===== config.mk =====
export PLATFORM = sky130hd
export DESIGN_NAME = debugger_put_hex_flat
export DESIGN_NICKNAME = d
export VERILOG_FILES = /design/src/rtl/debugger_put_hex_if.sv /design/src/rtl/debugger_put_hex.sv /design/src/flat_wrapper.sv
export SDC_FILE = /design/constraint.sdc
export NUM_CORES = 1
export LEC_CHECK = 0
export BUFFER_PORTS_ARGS = -buffer_cell sky130_fd_sc_hd__buf_2
export CAP_MARGIN = 10
export CORE_UTILIZATION = 50
export CTS_CLUSTER_SIZE = 30
export DETAILED_ROUTE_END_ITERATION = 16
export PLACE_DENSITY_LB_ADDON = 0.15
export SKIP_CTS_REPAIR_TIMING = 1
export SYNTH_ARGS = -nofsm -noshare
export SYNTH_HDL_FRONTEND = slang
export SYNTH_SLANG_ARGS = --single-unit

===== constraint.sdc =====
create_clock -name CLK -period 2.9 [get_ports CLK]
set_clock_uncertainty 0.15 [all_clocks]
set_input_delay 0.58 -clock CLK [delete_from_list [all_inputs] [get_ports CLK]]
set_output_delay 0.58 -clock CLK [all_outputs]
set_load 0.05 [all_outputs]

===== src/rtl/debugger_put_hex_if.sv =====
`default_nettype none
// ============================================================================
// Module      : debugger_put_hex_if
// Description : Request/acknowledge and buffer-write bundle for the debugger
//               32-bit to uppercase-hex text converter.
//               master : the requester (response builder / testbench)
//               slave  : the converter (debugger_put_hex)
//               Signals:
//                 REQ_n    request, active low, four-phase with ACK_n
//                 VALUE    value to format
//                 DIGITS   digit count (0 or >8 means 8)
//                 SUPPRESS drop leading zero digits
//                 START    first buffer index to write
//                 ACK_n    completion acknowledge, active low
//                 INDEX    next free buffer index after the conversion
//                 OVERFLOW output truncated at the end of the buffer
//                 WR_EN    one-cycle write strobe
//                 WR_ADDR  buffer write index
//                 WR_DATA  ASCII character
// Revision    : 1.0 - initial release
// ============================================================================
interface debugger_put_hex_if #(
  parameter int COUNT = 64
);
  localparam int c_IW = $clog2(COUNT + 1) + 1;

  logic            REQ_n;
  logic [31:0]     VALUE;
  logic [3:0]      DIGITS;
  logic            SUPPRESS;
  logic [c_IW-1:0] START;
  logic            ACK_n;
  logic [c_IW-1:0] INDEX;
  logic            OVERFLOW;
  logic            WR_EN;
  logic [c_IW-1:0] WR_ADDR;
  logic [7:0]      WR_DATA;

  modport master (
    output REQ_n, VALUE, DIGITS, SUPPRESS, START,
    input  ACK_n, INDEX, OVERFLOW, WR_EN, WR_ADDR, WR_DATA
  );

  modport slave (
    input  REQ_n, VALUE, DIGITS, SUPPRESS, START,
    output ACK_n, INDEX, OVERFLOW, WR_EN, WR_ADDR, WR_DATA
  );
endinterface
`default_nettype wire


===== src/rtl/debugger_put_hex.sv =====
`default_nettype none
// ============================================================================
// Module      : debugger_put_hex
// Description : Formats a 32-bit value as 1..8 uppercase hex characters and
//               writes them, one per clock, into the debugger text line
//               buffer starting at bus.START. Leading zeros may be dropped
//               (the last digit is always written). Writing stops at COUNT
//               and OVERFLOW is flagged. Completion is signalled by ACK_n
//               falling on the edge that writes the final character.
//               Ports:
//                 CLK    clock
//                 RESET  asynchronous active-high reset
//                 bus    debugger_put_hex_if slave (request, result, write)
// Revision    : 1.0 - initial release
// ============================================================================
module debugger_put_hex #(
  parameter int COUNT = 64
) (
  input  wire logic         CLK,
  input  wire logic         RESET,
  debugger_put_hex_if.slave bus
);

  localparam int c_IW = $clog2(COUNT + 1) + 1;
  localparam logic [c_IW-1:0] c_LIMIT = c_IW'(COUNT);

  typedef enum logic [1:0] {
    IDLE     = 2'd0,
    EMIT     = 2'd1,
    COMPLETE = 2'd2
  } state_t;

  state_t          state_q, state_d;
  logic [31:0]     shift_q, shift_d;
  logic [3:0]      remaining_q, remaining_d;
  logic            seen_q, seen_d;
  logic            suppress_q, suppress_d;
  logic [c_IW-1:0] index_q, index_d;
  logic            overflow_q, overflow_d;
  logic            ack_n_q, ack_n_d;
  logic            wr_en_q, wr_en_d;
  logic [c_IW-1:0] wr_addr_q, wr_addr_d;
  logic [7:0]      wr_data_q, wr_data_d;

  // Effective digit count and the left shift that parks the first digit
  // in the top nibble.
  logic [3:0] w_eff;
  logic [4:0] w_pad;
  logic [3:0] w_nib;
  logic       w_last;
  logic [7:0] w_char;

  assign w_eff  = ((bus.DIGITS == 4'd0) || (bus.DIGITS > 4'd8)) ? 4'd8 : bus.DIGITS;
  assign w_pad  = 5'd8 - {1'b0, w_eff};
  assign w_nib  = shift_q[31:28];
  assign w_last = (remaining_q == 4'd1);
  assign w_char = (w_nib < 4'd10) ? (8'h30 + {4'h0, w_nib})
                                  : (8'h37 + {4'h0, w_nib});

  always_comb begin
    state_d     = state_q;
    shift_d     = shift_q;
    remaining_d = remaining_q;
    seen_d      = seen_q;
    suppress_d  = suppress_q;
    index_d     = index_q;
    overflow_d  = overflow_q;
    ack_n_d     = ack_n_q;
    wr_en_d     = 1'b0;
    wr_addr_d   = wr_addr_q;
    wr_data_d   = wr_data_q;

    case (state_q)
      IDLE: begin
        if (!bus.REQ_n) begin
          shift_d     = bus.VALUE << {w_pad, 2'b00};
          remaining_d = w_eff;
          suppress_d  = bus.SUPPRESS;
          seen_d      = 1'b0;
          index_d     = bus.START;
          overflow_d  = 1'b0;
          state_d     = EMIT;
        end
      end

      EMIT: begin
        if (index_q >= c_LIMIT) begin
          overflow_d = 1'b1;
          ack_n_d    = 1'b0;
          state_d    = COMPLETE;
        end else begin
          // A leading zero is skipped only while no digit has been written
          // yet, and never for the final digit, so "0" prints as one char.
          if (!(suppress_q && (w_nib == 4'd0) && !seen_q && !w_last)) begin
            wr_en_d   = 1'b1;
            wr_addr_d = index_q;
            wr_data_d = w_char;
            index_d   = index_q + c_IW'(1);
            seen_d    = 1'b1;
          end
          shift_d     = shift_q << 4;
          remaining_d = remaining_q - 4'd1;
          if (w_last) begin
            ack_n_d = 1'b0;
            state_d = COMPLETE;
          end
        end
      end

      COMPLETE: begin
        // Requester may already have released REQ_n; ACK_n then forms a
        // single-cycle low pulse.
        if (bus.REQ_n) begin
          ack_n_d = 1'b1;
          state_d = IDLE;
        end
      end

      default: begin
        state_d = IDLE;
        ack_n_d = 1'b1;
      end
    endcase
  end

  always_ff @(posedge CLK or posedge RESET) begin
    if (RESET) begin
      state_q     <= IDLE;
      shift_q     <= 32'h0;
      remaining_q <= 4'd0;
      seen_q      <= 1'b0;
      suppress_q  <= 1'b0;
      index_q     <= '0;
      overflow_q  <= 1'b0;
      ack_n_q     <= 1'b1;
      wr_en_q     <= 1'b0;
      wr_addr_q   <= '0;
      wr_data_q   <= 8'h00;
    end else begin
      state_q     <= state_d;
      shift_q     <= shift_d;
      remaining_q <= remaining_d;
      seen_q      <= seen_d;
      suppress_q  <= suppress_d;
      index_q     <= index_d;
      overflow_q  <= overflow_d;
      ack_n_q     <= ack_n_d;
      wr_en_q     <= wr_en_d;
      wr_addr_q   <= wr_addr_d;
      wr_data_q   <= wr_data_d;
    end
  end

  assign bus.ACK_n    = ack_n_q;
  assign bus.INDEX    = index_q;
  assign bus.OVERFLOW = overflow_q;
  assign bus.WR_EN    = wr_en_q;
  assign bus.WR_ADDR  = wr_addr_q;
  assign bus.WR_DATA  = wr_data_q;

endmodule
`default_nettype wire


===== src/flat_wrapper.sv =====
// flat-port wrapper written by rule: the top's interface ports become plain ports
module debugger_put_hex_flat 
#(
  parameter int COUNT = 64
)
  (CLK, RESET, bus_REQ_n, bus_VALUE, bus_DIGITS, bus_SUPPRESS, bus_START, bus_ACK_n, bus_INDEX, bus_OVERFLOW, bus_WR_EN, bus_WR_ADDR, bus_WR_DATA);
  debugger_put_hex_if #(.COUNT(COUNT)) bus_i ();
  input  wire logic CLK;
  input  wire logic RESET;
  input wire logic [$bits(bus_i.REQ_n)-1:0] bus_REQ_n;
  input wire logic [$bits(bus_i.VALUE)-1:0] bus_VALUE;
  input wire logic [$bits(bus_i.DIGITS)-1:0] bus_DIGITS;
  input wire logic [$bits(bus_i.SUPPRESS)-1:0] bus_SUPPRESS;
  input wire logic [$bits(bus_i.START)-1:0] bus_START;
  output wire logic [$bits(bus_i.ACK_n)-1:0] bus_ACK_n;
  output wire logic [$bits(bus_i.INDEX)-1:0] bus_INDEX;
  output wire logic [$bits(bus_i.OVERFLOW)-1:0] bus_OVERFLOW;
  output wire logic [$bits(bus_i.WR_EN)-1:0] bus_WR_EN;
  output wire logic [$bits(bus_i.WR_ADDR)-1:0] bus_WR_ADDR;
  output wire logic [$bits(bus_i.WR_DATA)-1:0] bus_WR_DATA;
  assign bus_i.REQ_n = bus_REQ_n;
  assign bus_i.VALUE = bus_VALUE;
  assign bus_i.DIGITS = bus_DIGITS;
  assign bus_i.SUPPRESS = bus_SUPPRESS;
  assign bus_i.START = bus_START;
  assign bus_ACK_n = bus_i.ACK_n;
  assign bus_INDEX = bus_i.INDEX;
  assign bus_OVERFLOW = bus_i.OVERFLOW;
  assign bus_WR_EN = bus_i.WR_EN;
  assign bus_WR_ADDR = bus_i.WR_ADDR;
  assign bus_WR_DATA = bus_i.WR_DATA;
  debugger_put_hex #(.COUNT(COUNT)) u_core (.CLK(CLK), .RESET(RESET), .bus(bus_i));
endmodule

Word-level counts from Yosys, hierarchy flattened

Cells that the tools add are included.

Bits in registers: 67
Input bits: 48
Output and inout port bits: 27
Logic and storage cells: 80

Add/subtract/negate cells: 5
Magnitude comparators: 3
Eq/ne operators: 9
Shifts and indexed selects: 1
Muxes and demuxes: 30
Bitwise operators: 4
Reduce and logical (&&, ||, !) cells: 17

Operator list:

| operator                                                          | number |
|---|---|
| two-way mux 32 bit                                                | 2 |
| one-hot mux 32 bit (2 select lines)                               | 1 |
| two-way mux 8 bit                                                 | 4 |
| << shifter 32 x 7 -> 32 bit                                       | 1 |
| one-hot mux 8 bit (2 select lines)                                | 1 |
| AND reduction 3 bit                                               | 5 |
| adder 6 x 4 -> 7 bit, first input constant                        | 2 |
| two-way mux 4 bit                                                 | 3 |
| two-way mux 1 bit                                                 | 10 |
| adder 8 x 1 -> 8 bit, second input constant                       | 1 |
| greater-or-equal comparator 8 x 7 -> 1 bit, second input constant | 1 |
| zero test 4 bit                                                   | 2 |
| two-way mux 2 bit                                                 | 4 |
| inequality test 2 bit, second input constant                      | 4 |
| one-hot mux 4 bit (2 select lines)                                | 1 |
| one-hot mux 2 bit (3 select lines)                                | 1 |
| subtractor 4 x 4 -> 5 bit, first input constant                   | 1 |
| == test 4 x 1 -> 1 bit, second input constant                     | 1 |
| greater-than comparator 4 bit, second input constant              | 1 |
| less-than comparator 4 bit, second input constant                 | 1 |
| NOT 1 bit                                                         | 4 |
| one-hot mux 1 bit (2 select lines)                                | 2 |
| AND reduction 4 bit                                               | 1 |
| subtractor 4 x 1 -> 4 bit, second input constant                  | 1 |
| 11 further kinds                                                  | 14 |

Longest topological paths before layout

Gate-level depths: netlist of run 1.

Depth in word-level cells: 7
Mapped depth: 12

Worst setup path after synthesis of run 1

Ideal clock, no wire load.

Path type: in2reg
Start point: input bus_DIGITS[0]
End point: register u_core.shift_q[27]
Library setup time: 0.144 ns
Data arrival time: 2.459 ns
Required time: 2.606 ns
Path slack: 0.147 ns
Cell stages on the path: 10
Path through: nor2b_2 buf_6 inv_6 buf_4 ha_1 buf_2 buf_2 mux4_2 a221oi_1 o41ai_1

Word-level cells in the longest chain between the ends: 7
Elaborated cells between the ends (all ways): 8
Those cells by class: add/sub (1); order compare (1); shift (1); mux (3); reduce/logical (2)

RTL lines:

| element                                                                 | line                    | RTL |
|---|---|---|
| from (decl)                                                             | flat_wrapper.sv:12      | `input wire logic [$bits(bus_i.DIGITS)-1:0] bus_DIGITS;` |
| greater-than comparator 4 bit / zero test 4 bit (equally long branches) | debugger_put_hex.sv:53  | `assign w_eff = ((bus.DIGITS == 4'd0) \|\| (bus.DIGITS > 4'd8)) ? 4'd8 : bus.DIGITS;` |
| logical OR 1 bit                                                        | debugger_put_hex.sv:53  |  |
| two-way mux 4 bit (*)                                                   | debugger_put_hex.sv:53  |  |
| subtractor 4 x 4 -> 5 bit (*)                                           | debugger_put_hex.sv:54  | `assign w_pad = 5'd8 - {1'b0, w_eff};` |
| << shifter 32 x 7 -> 32 bit (*)                                         | debugger_put_hex.sv:76  | `shift_d = bus.VALUE << {w_pad, 2'b00};` |
| two-way mux 32 bit (*)                                                  | debugger_put_hex.sv:75  | `if (!bus.REQ_n) begin` |
| one-hot mux 32 bit (2 select lines) (*)                                 | debugger_put_hex.sv:73  | `case (state_q)` |
| to (signal assigned)                                                    | debugger_put_hex.sv:141 | `shift_q <= shift_d;` |
| to (decl)                                                               | debugger_put_hex.sv:34  | `logic [31:0] shift_q, shift_d;` |

Mark *: on every way between the ends. The rest lies on a longest branch, timed or not. The select of a mux whose other input is x is not followed.
A chain may end at the register's enable or synchronous reset.

Worst setup path in the final report of run 1

Start point: register u_core.remaining_q[0]
End point: register u_core.wr_data_q[5], in the netlist u_core.bus.WR_DATA[5]

Word-level cells in the longest chain between the ends: 5

RTL lines:

| element                              | line                    | RTL |
|---|---|---|
| from (decl)                          | debugger_put_hex.sv:35  | `logic [3:0] remaining_q, remaining_d;` |
| from (signal assigned)               | debugger_put_hex.sv:142 | `remaining_q <= remaining_d;` |
| == test 4 x 1 -> 1 bit               | debugger_put_hex.sv:56  | `assign w_last = (remaining_q == 4'd1);` |
| zero test 1 bit                      | debugger_put_hex.sv:94  | `if (!(suppress_q && (w_nib == 4'd0) && !seen_q && !w_last)) begin` |
| logical AND 1 bit                    | debugger_put_hex.sv:94  |  |
| NOT 1 bit (no source line)           | -                       |  |
| AND reduction 3 bit (no source line) | -                       |  |
| to (signal assigned)                 | debugger_put_hex.sv:150 | `wr_data_q <= wr_data_d;` |
| to (decl)                            | debugger_put_hex.sv:43  | `logic [7:0] wr_data_q, wr_data_d;` |

Every way passes these cells.

==> results.txt, run 1 <==
Fmax - 404.1 MHz
Min cycle time layout - 2.474 ns
CTS tree - built
Startpoint types - flop
Antenna cells - 0
Setup ws final - 0.4256 ns
Synth top area cells - dfrtp_1 40%, a21oi_1 5.2%, nand2_1 5.1%
Sequential-to-total area share from yosys stat - 0.4057
Yosys reg bits - 66
CP peak stage delay - 0.67 ns
H-tree depth - 3
Clock Latency Late Sink - 0.34 ns
Crit-path cells - ha_1 > nor3b_1 > nor3_2 > or2_1 > mux2_2
Io pins - 75
Yosys synthesis warning count - 0
Tot GR Track Use - 0.2584
DRC Markers - 0
Share of layout cells above drive strength 1 - 0.2710
Area share of the largest cell type after synthesis - 0.3993
Post-route antenna net violation count - 0
Core Region - 7807 um^2
Top delay family on crit path - simple AND/OR/NAND/NOR gates
CP Buf/Inv Count - 0
Pre-CTS setup slack - 0.2098 ns
Kind of critical path - reg -> reg
CP max-delay cell - or2_1
Maximum VDD drop - 0.3398 mV
TNS Setup - 0 ns
Final net count - 562
Area leader, netlist - dfrtp_1
Cells after Synth - 436
Initial DRC Count - 300
Synth async-reset ratio - 1.000
Routed WL - 10.40 mm
Clk sink count - 66
Most common cell in the netlist - dfrtp_1
First-pass GRT wire length - 17.15 mm
Top post-synthesis cells by count - 65 x dfrtp_1, 55 x nand2_1, 42 x a21oi_1
Final hold violations - 0
CP max FO - 23
Die width - 92.27 um
Initial antenna violation count - 0
Max cap viols - 0
# rows - 32
Post-DP HPWL - 7.619 mm
Vias in the first global route - 3438
Worst Tran Pin Value - 0.8555 ns
Mean routed wirelength per cell - 16.91 um
Largest net degree at the start of global routing - 67
Vias - 3761
GRT Residual Overflow - 0
Syn_area_per_cell - 9.344 um^2
RSZ-0062 raised after global routing - no
Final Max Tran Viols - 0
Pleak - 2.167 nW
CP Data Required Time - 2.97 ns
I/O Buffers - 73
Headroom to the max-slew limit - 0.4285
Reg2Reg Setup Slack - 0.43 ns
Net count after synthesis - 490
Final period utilization - 0.8533
Clock root buffer - clkbuf_8
Unique masters post-synth - 63
Via density - 6.115
Clk slew on worst S/H paths - 0.07 ns
Starting Density - 0.5218
Worst Setup End Kind - flop
Die height - 92.27 um
CP arrival - 2.54 ns
EDFF count, synth - 0
Clock tree buffer depth - 2
Pwr Density - 1039 nW/um^2
Die ar. - 8513 um^2
First drt pass iteration count - 6
FILL cells - 704
Final setup viols - 0
CTS buffer count - 9
GP Congestion - 0.9119
Outcome - completed
Cell area after synthesis - 4074 um^2
Area delta synth->final - 16.74%
Synth Flop Type - dfrtp_1
Hold Crit Class - in -> async
layout make-up:
class                   count  area (um^2)  share of cell area
clock buffers              11        131.4             0.02762
clock inverters             5        55.05             0.01158
inverters                  15        61.31             0.01289
multi-input cells         326         2210              0.4646
flip-flops and latches     66         1653              0.3475
well taps                 102        127.6             0.02683
repair buffers             90        518.0              0.1089
state kept, by name, summed over array words and instances, names as in the netlist:
signal and count:
u_core.bus.WR_EN 1, u_core.bus.WR_ADDR 8, u_core.remaining_q 4, u_core.state_q 2
u_core.suppress_q 1, u_core.seen_q 1, u_core.bus.INDEX 8, u_core.bus.ACK_n 1
u_core.shift_q 32, u_core.bus.OVERFLOW 1, u_core.bus.WR_DATA 7
path summary, 6_finish.rpt:
path,startpoint,endpoint,depth (start not counted)
max reg2reg,u_core.remaining_q[0],u_core.bus.WR_DATA[5],5
max,u_core.remaining_q[0],u_core.bus.WR_DATA[5],5
min reg2reg,u_core.seen_q,u_core.seen_q,2
min,RESET,u_core.bus.WR_ADDR[1],3
min in group CLK,bus_SUPPRESS,u_core.suppress_q,3
max in group asynchronous,RESET,u_core.bus.ACK_n,3
layout by cell type, fill, tap and decap left out, drive strengths merged, types with 3 or more instances in the layout:
master / instances
a211oi: 3
a21o: 5
a21oi: 43
a221oi: 4
a22o: 5
a31oi: 12
and3: 8
buf: 90
clkbuf: 11
dfrtp: 65
ha: 6
inv: 15
mux2: 8
mux2i: 11
mux4: 11
nand2: 56
nand2b: 3
nand3: 12
nand4: 3
nor2: 36
nor3: 15
o21ai: 27
o22ai: 10
o31ai: 8
o41ai: 5
or3: 6
worst reg2reg max path: stages (launching register included):
cell,delay (ns)
dfrtp_1,0.43
ha_1,0.21
nor3b_1,0.17
nor3_2,0.30
or2_1,0.67
mux2_2,0.42
where the power goes:
part	total [mW]	switching (mW)	internal, mW
Clock	0.741	0.346	0.395
Combinational	2.50	1.67	0.837
Sequential	1.70	0.356	1.34
Total	4.94	2.37	2.57
logic make-up (layout without fill, tap and decap cells):
group | count (synthesis) | in the layout | synth area share
and+or+nand+nor | 147 | 147 | 0.1729
AOI/OAI and AO/OA | 139 | 139 | 0.2199
DFF | 66 | 66 | 0.4057
buffers and inverters | 44 | 121 | 0.05467
muxes | 30 | 30 | 0.1118
adders and majority gates | 6 | 6 | 0.01843
xor gates and xnor gates | 3 | 3 | 0.01567
other | 1 | 1 | 0.0009205
metrics by stage:
step	area [um^2]	power (mW)	util	instances	hold slack, ns
6_report	4756	4.940	0.6091	615	0.1469
5_1_grt	4756	5.285	0.6091	615	0.1900
4_1_cts	4756	4.943	0.6091	615	0.1639
3_5_place_dp	4569	4.195	0.5853	599	0.3059
3_3_place_gp	4569	4.131	0.5853	599	0.3032
2_1_floorplan	4074	3.511	-	436	0.2881
routing by layer:
layer  vias up  GRT usage  share of wire
li1       1755          -              -
met1      1799     0.3735           0.46
met2       187     0.4061           0.46
met3        20    0.03483          0.066
met4         0    0.07422          0.015
met5         -          0              0
Note: power is estimated with default switching activity, not from simulation.
==> inputs of run 2 (changes only) <==
CAP_MARGIN = unset   (was 10)
CORE_UTILIZATION = 53   (was 50)
==> results.txt, run 2 (same netlist as run 1, synthesis figures left out) <==
Final Max Tran Viols - 0 (unchanged)
Worst Tran Pin Value - 0.7731 ns (-0.08236 ns)
I/O Buffers - 73 (unchanged)
RR Startpoint - u_core.shift_q[30]
Clock tree buffer depth - 2 (unchanged)
Min cycle time layout - 2.448 ns (-0.02668 ns)
Initial antenna violation count - 0 (unchanged)
H-tree depth - 3 (unchanged)
Worst Setup End Kind - flop
Pre-CTS setup slack - 0.1667 ns (-0.04310 ns)
Routed WL - 10.57 mm (+1.6%)
Core Region - 7331 um^2 (-6.1%)
Via density - 6.075 (-0.66%)
Crit-path cells - or3_1 > nor3_2 > or2_1 > mux2_2
Power share of the combinational group - 0.492 (-0.015)
Tot GR Track Use - 0.2835 (+0.02507)
Maximum VDD drop - 0.3591 mV (+5.7%)
Most common cell after layout, fill and taps aside - buf_2
Share of layout cells above drive strength 1 - 0.2757 (+0.004773)
Final net count - 564 (+0.36%)
Vias - 3730 (-0.82%)
Clk slew on worst S/H paths - 0.07 ns (about the same)
Antenna cells - 0 (unchanged)
R2R depth - 4 (-1)
Top reg by flops - u_core.shift_q
CP Buf/Inv Count - 0 (unchanged)
Startpoint types - flop
Initial DRC Count - 247 (-18%)
Final hold violations - 0 (unchanged)
Clock root buffer - clkbuf_8
DRC Markers - 0 (unchanged)
RSZ-0062 raised after global routing - no
Io pins - 75 (unchanged)
GP Congestion - 0.9700 (+6.4%)
Reg2Reg Setup Slack - 0.45 ns (+0.03 ns)
Post-route antenna net violation count - 0 (unchanged)
Die ar. - 8042 um^2 (-5.5%)
Vias in the first global route - 3486 (+1.4%)
CP Data Required Time - 2.97 ns (about the same)
Clk sink count - 66 (unchanged)
Outcome - completed
First-pass GRT wire length - 17.20 mm (+0.28%)
Setup ws final - 0.4523 ns (+0.02668 ns)
Clock power share - 0.173 (+0.023)
Clock Latency Late Sink - 0.34 ns (about the same)
CP arrival - 2.52 ns (-0.02 ns)
Hold Crit Class - in -> async
Die height - 89.68 um (-2.8%)
CTS tree - built
Die width - 89.68 um (-2.8%)
Final period utilization - 0.8441 (-0.009201)
CP max-delay cell - or2_1
# rows - 31 (-3.1%)
TNS Setup - 0 ns (unchanged)
Area delta synth->final - 18.06%
Top delay family on crit path - simple AND/OR/NAND/NOR gates
Mean routed wirelength per cell - 17.22 um (+1.8%)
NetSw - 2.378 mW (+0.40%)
Max reg flops - 32 (unchanged)
Headroom to the max-slew limit - 0.4846 (+0.05608)
CP peak stage delay - 0.66 ns (about the same)
Pleak - 2.203 nW (+1.7%)
Largest net degree at the start of global routing - 38 (-43%)
Capture point of the worst reg-to-reg path - u_core.bus.WR_ADDR[1]
CP max FO - 23 (unchanged)
Final setup viols - 0 (unchanged)
GRT Residual Overflow - 0 (unchanged)
Net Sw Frac - 0.4684 (-0.01095)
Pint - 2.698 mW (+4.9%)
Post-DP HPWL - 7.831 mm (+2.8%)
Starting Density - 0.5557 (+0.03393)
Pwr Density - 1055 nW/um^2 (+1.6%)
Seq pwr share - 0.335 (-0.008)
CTS buffer count - 9 (unchanged)
Fmax - 408.5 MHz (+1.1%)
Max cap viols - 0 (unchanged)
Most frequent cells in the layout - 73 x buf_2, 65 x dfrtp_1, 55 x nand2_1, 41 x a21oi_1, 35 x nor2_1
Kind of critical path - reg -> reg
First drt pass iteration count - 5 (-1)
-- run 2: cell types whose count changed in the layout (fill, tap and decap cells not counted) --
cell	before	now
buf_4	15	17
clkbuf_8	9	11
clkinvlp_4	2	0
bufinv_16	1	2
clkbuf_1	2	1
clkinv_2	2	1
clkinv_4	0	1
-- run 2: worst reg2reg max path: stages, from the launching register on --
cell and delay, ns:
dfrtp_1 0.47, or3_1 0.41, nor3_2 0.23, or2_1 0.66
mux2_2 0.42
-- run 2: worst max-delay path by stage --
| stage | slack [ns] | end | startpoint | cells after the start |
|---|---|---|---|---|
| 2_1_floorplan | 0.15 | u_core.shift_q[27] | bus_DIGITS[0] | 10 |
| 3_3_place_gp | 0.27 | u_core.shift_q[31] | bus_DIGITS[3] | 10 |
| 3_5_place_dp | 0.17 | u_core.shift_q[31] | bus_DIGITS[3] | 10 |
| 4_1_cts | 0.43 | u_core.bus.WR_ADDR[1] | u_core.shift_q[30] | 4 |
| 5_1_grt | 0.31 | u_core.bus.WR_ADDR[1] | u_core.remaining_q[0] | 5 |
| 6_report | 0.45 | u_core.bus.WR_ADDR[1] | u_core.shift_q[30] | 4 |
-- run 2: per-stage QoR --
stage	instance area (um^2)	util	hold slack, ns	power [mW]	instances
after global placement	4581	0.6249	0.3026	4.107	598
final	4810	0.6561	0.1262	5.075	614
after detailed placement	4581	0.6249	0.3052	4.179	598
after global routing	4810	0.6561	0.1712	5.416	614
after CTS	4810	0.6561	0.1411	5.061	614
after floorplan	4074	-	0.2881	3.511	436
-- run 2: cell type report --
type                       count  area (um^2)
clock buffer                  12        155.1
timing repair buffer          92        533.0
tap                           99        123.9
multi-input combinational    326         2210
sequential                    66         1653
inverter                      15        61.31
clock inverter                 4        73.82
fill                         637         2521
-- run 2: power groups by stage --
stage / registers, mW / clock network, mW / logic [mW]
global placement: 1.69 / 0 / 2.42
detailed placement: 1.71 / 0 / 2.47
global route: 1.76 / 0.922 / 2.74
floorplan: 2.14 / 0 / 1.37
finish: 1.70 / 0.878 / 2.50
CTS: 1.69 / 0.883 / 2.49
-- run 2: routing by layer --
metal	wire (um)	vias up	part of all wire	global-route usage
met3	620	14	0.059	0.05027
met2	4950	158	0.47	0.4621
met5	0	-	0	0
met4	178	0	0.017	0.07504
li1	-	1766	-	-
met1	4821	1792	0.46	0.3915
==> inputs of run 3 (changes only) <==
ABC_AREA = 1   (was unset)
clock period = 2.4 ns   (was 2.9 ns; I/O delays follow)
==> results.txt, run 3 <==
First-pass GRT wire length - 18.19 mm (+5.7%)
Startpoint types - input port
First drt pass iteration count - 5 (unchanged)
Synth async-reset ratio - 1.000 (unchanged)
GP Congestion - 0.9265 (-4.5%)
Post-synthesis xor/xnor area fraction - 0.01265 (-0.003009)
Maximum VDD drop - 0.5834 mV (+62%)
DRC Markers - 0 (unchanged)
Clock Latency Late Sink - 0.34 ns (about the same)
Critical path startpoint - bus_DIGITS[3]
Synth Flop Type - dfrtp_1
Crit-path cells - buf_2 > or4_1 > nand3_1 > ha_2 > inv_1 > nand2_1 > buf_6 > nand2_1 > o21ai_0 > nand3_1 > nand3_1 > nand2_1 > nand2_1
CP peak stage delay - 0.52 ns (-0.14 ns)
CTS buffer count - 9 (unchanged)
Post-route antenna net violation count - 0 (unchanged)
Outcome - completed
Setup ws final - 0.1444 ns (-0.3078 ns)
CP max FO - 15 (-35%)
RSZ-0062 raised after global routing - no
Synth Area in Compound Gates - 0.1704 (-0.04953)
Max reg flops - 32 (unchanged)
Worst path most repeated cell - nand2_1
Vias in the first global route - 3916 (+12%)
Kind of critical path - in -> reg
Via density - 5.550 (-8.6%)
Final hold violations - 0 (unchanged)
Clk slew on worst S/H paths - 0.08 ns (about the same)
H-tree depth - 3 (unchanged)
Final period utilization - 0.9398
Die ar. - 8002 um^2 (-0.49%)
Die width - 89.46 um (-0.25%)
Worst Setup End Kind - flop
Tot GR Track Use - 0.2980 (+0.01455)
Synth top area cells - dfrtp_1 40%, nand2_1 15%, nand3_1 9.5%
Most frequent cells in the layout - 163 x nand2_1, 77 x nand3_1, 73 x buf_2, 65 x dfrtp_1, 53 x a21oi_1
Syn_area_per_cell - 7.087 um^2 (-24%)
Max cap viols - 0 (unchanged)
Final net count - 724 (+28%)
CP arrival - 2.38 ns (-0.14 ns)
Cell area after synthesis - 4054 um^2 (-0.49%)
Largest net degree at the start of global routing - 40 (+5.3%)
Most common cell after layout, fill and taps aside - nand2_1
Fmax - 443.3 MHz
Pre-CTS setup slack - -0.2039 ns (-0.3706 ns)
Core Region - 7331 um^2 (unchanged)
GRT Residual Overflow - 0 (unchanged)
Top reg by flops - u_core.shift_q
Cells after Synth - 572 (+31%)
Clock root buffer - clkbuf_8
DP Area - 4770 um^2 (+4.1%)
Mux contribution to synthesized area - 0 (-0.1118)
CP Data Required Time - 2.52 ns (-0.45 ns)
Min cycle time layout - 2.256 ns
Area share of the largest cell type after synthesis - 0.4012 (+0.001972)
Area leader, netlist - dfrtp_1
Worst Tran Pin Value - 0.4993 ns (-0.2738 ns)
Synth Area in Adders - 0.01852 (+0.00009100)
Final setup viols - 0 (unchanged)
Antenna cells - 0 (unchanged)
Post-DP HPWL - 8.036 mm (+2.6%)
Routed WL - 11.07 mm (+4.7%)
Initial DRC Count - 242 (-2.0%)
Pleak - 2.576 nW (+17%)
CP max-delay cell - or4_1
Io pins - 75 (unchanged)
Initial antenna violation count - 0 (unchanged)
Most common cell in the netlist - nand2_1
Share of layout cells above drive strength 1 - 0.2356 (-0.04017)
Top post-synthesis cells by count - 164 x nand2_1, 77 x nand3_1, 65 x dfrtp_1
Die height - 89.46 um (-0.25%)
Yosys synthesis warning count - 0 (unchanged)
Area delta synth->final - 23.95%
EDFF count, synth - 0 (unchanged)
I/O Buffers - 73 (unchanged)
RR Startpoint - u_core.state_q[1]
Starting Density - 0.5530 (-0.002731)
Final Max Tran Viols - 0 (unchanged)
Vias - 4296 (+15%)
Clock tree buffer depth - 2 (unchanged)
Net count after synthesis - 626 (+28%)
Mean routed wirelength per cell - 14.31 um (-17%)
Yosys reg bits - 66 (unchanged)
Main combinational cell family by area after synthesis - simple AND/OR/NAND/NOR gates
Pwr Density - 1222 nW/um^2 (+16%)
Hold Crit Class - in -> async
CTS tree - built
Sequential-to-total area share from yosys stat - 0.4077 (+0.002004)
Clk sink count - 66 (unchanged)
Final Cell Area - 5025 um^2 (+4.5%)
# rows - 31 (unchanged)
Simple-Gate Fraction of Synth Area - 0.3145 (+0.1416)
Headroom to the max-slew limit - 0.6666 (+0.1821)
Unique masters post-synth - 35 (-44%)
==> run 3: cell types whose count changed after synthesis, moves of 7 or more <==
cell     before  now
mux2_2        7    0
nor3_1       12    2
a21oi_1      42   53
nand2_1      55  164
mux2i_1      11    0
o31ai_1       8    1
inv_1        14   26
and3_1        7    0
o21ai_0      27   49
mux4_2        9    0
nand3_1      12   77
==> run 3: path summary, 6_finish.rpt <==
path	end	slack, ns	cells past startpoint
max	u_core.shift_q[22]	0.14	13
min	u_core.bus.WR_ADDR[1]	0.006	2
max reg2reg	u_core.shift_q[31]	0.37	9
min reg2reg	u_core.bus.WR_DATA[3]	0.33	2
max in group asynchronous	u_core.shift_q[20]	1.46	3
min in group CLK	u_core.suppress_q	0.19	3
==> run 3: cell families after synthesis <==
group / count (synthesis)
simple gates: 296
compound gates: 129
buf+inv: 69
flops: 66
fa+ha+maj: 6
xor+xnor: 5
other cells: 1
==> run 3: report_power, final <==
part | switching [mW] | leakage (nW) | total, mW | internal [mW]
clock | 0.479 | 0.124 | 1.18 | 0.702
combinational | 2.05 | 1.64 | 2.99 | 0.944
sequential | 0.349 | 0.810 | 1.97 | 1.62
==> run 3: worst max-delay path: cells and delay by family <==
family | cells | cell delay (ns)
compound gates | 1 | 0.24
fa+ha+maj | 1 | 0.18
simple gates | 8 | 1.15
buf+inv | 3 | 0.33
==> run 3: per-stage QoR <==
step / hold slack (ns) / power, mW / std cells / utilization / setup TNS [ns]
floorplan: 0.2938 / 4.170 / 572 / - / -0.002788
global placement: 0.3071 / 4.859 / 758 / 0.6506 / -2.318
detailed placement: 0.3140 / 4.949 / 758 / 0.6506 / -3.969
CTS: 0.01746 / 6.134 / 774 / 0.6846 / 0
global route: 0.03111 / 6.614 / 774 / 0.6854 / 0
finish: 0.006185 / 6.140 / 774 / 0.6854 / 0
==> run 3: area by class of cell <==
class	instances	area (um^2)
Clock buffer	9	123.9
Clock inverter	7	125.1
Fill cell	648	2306
Inverter	33	126.4
Multi-Input combinational cell	437	2103
Sequential cell	66	1653
Tap cell	99	123.9
Timing Repair Buffer	123	769.5
==> run 3: metal layers <==
metal  routed length [um]  global-route usage  up-vias
li1                     -                   -     2105
met1                 4981              0.3905     2001
met2                 5277              0.4983      172
met3                  627             0.04801       18
met4                  187              0.1082        0
met5                    0                   0        -
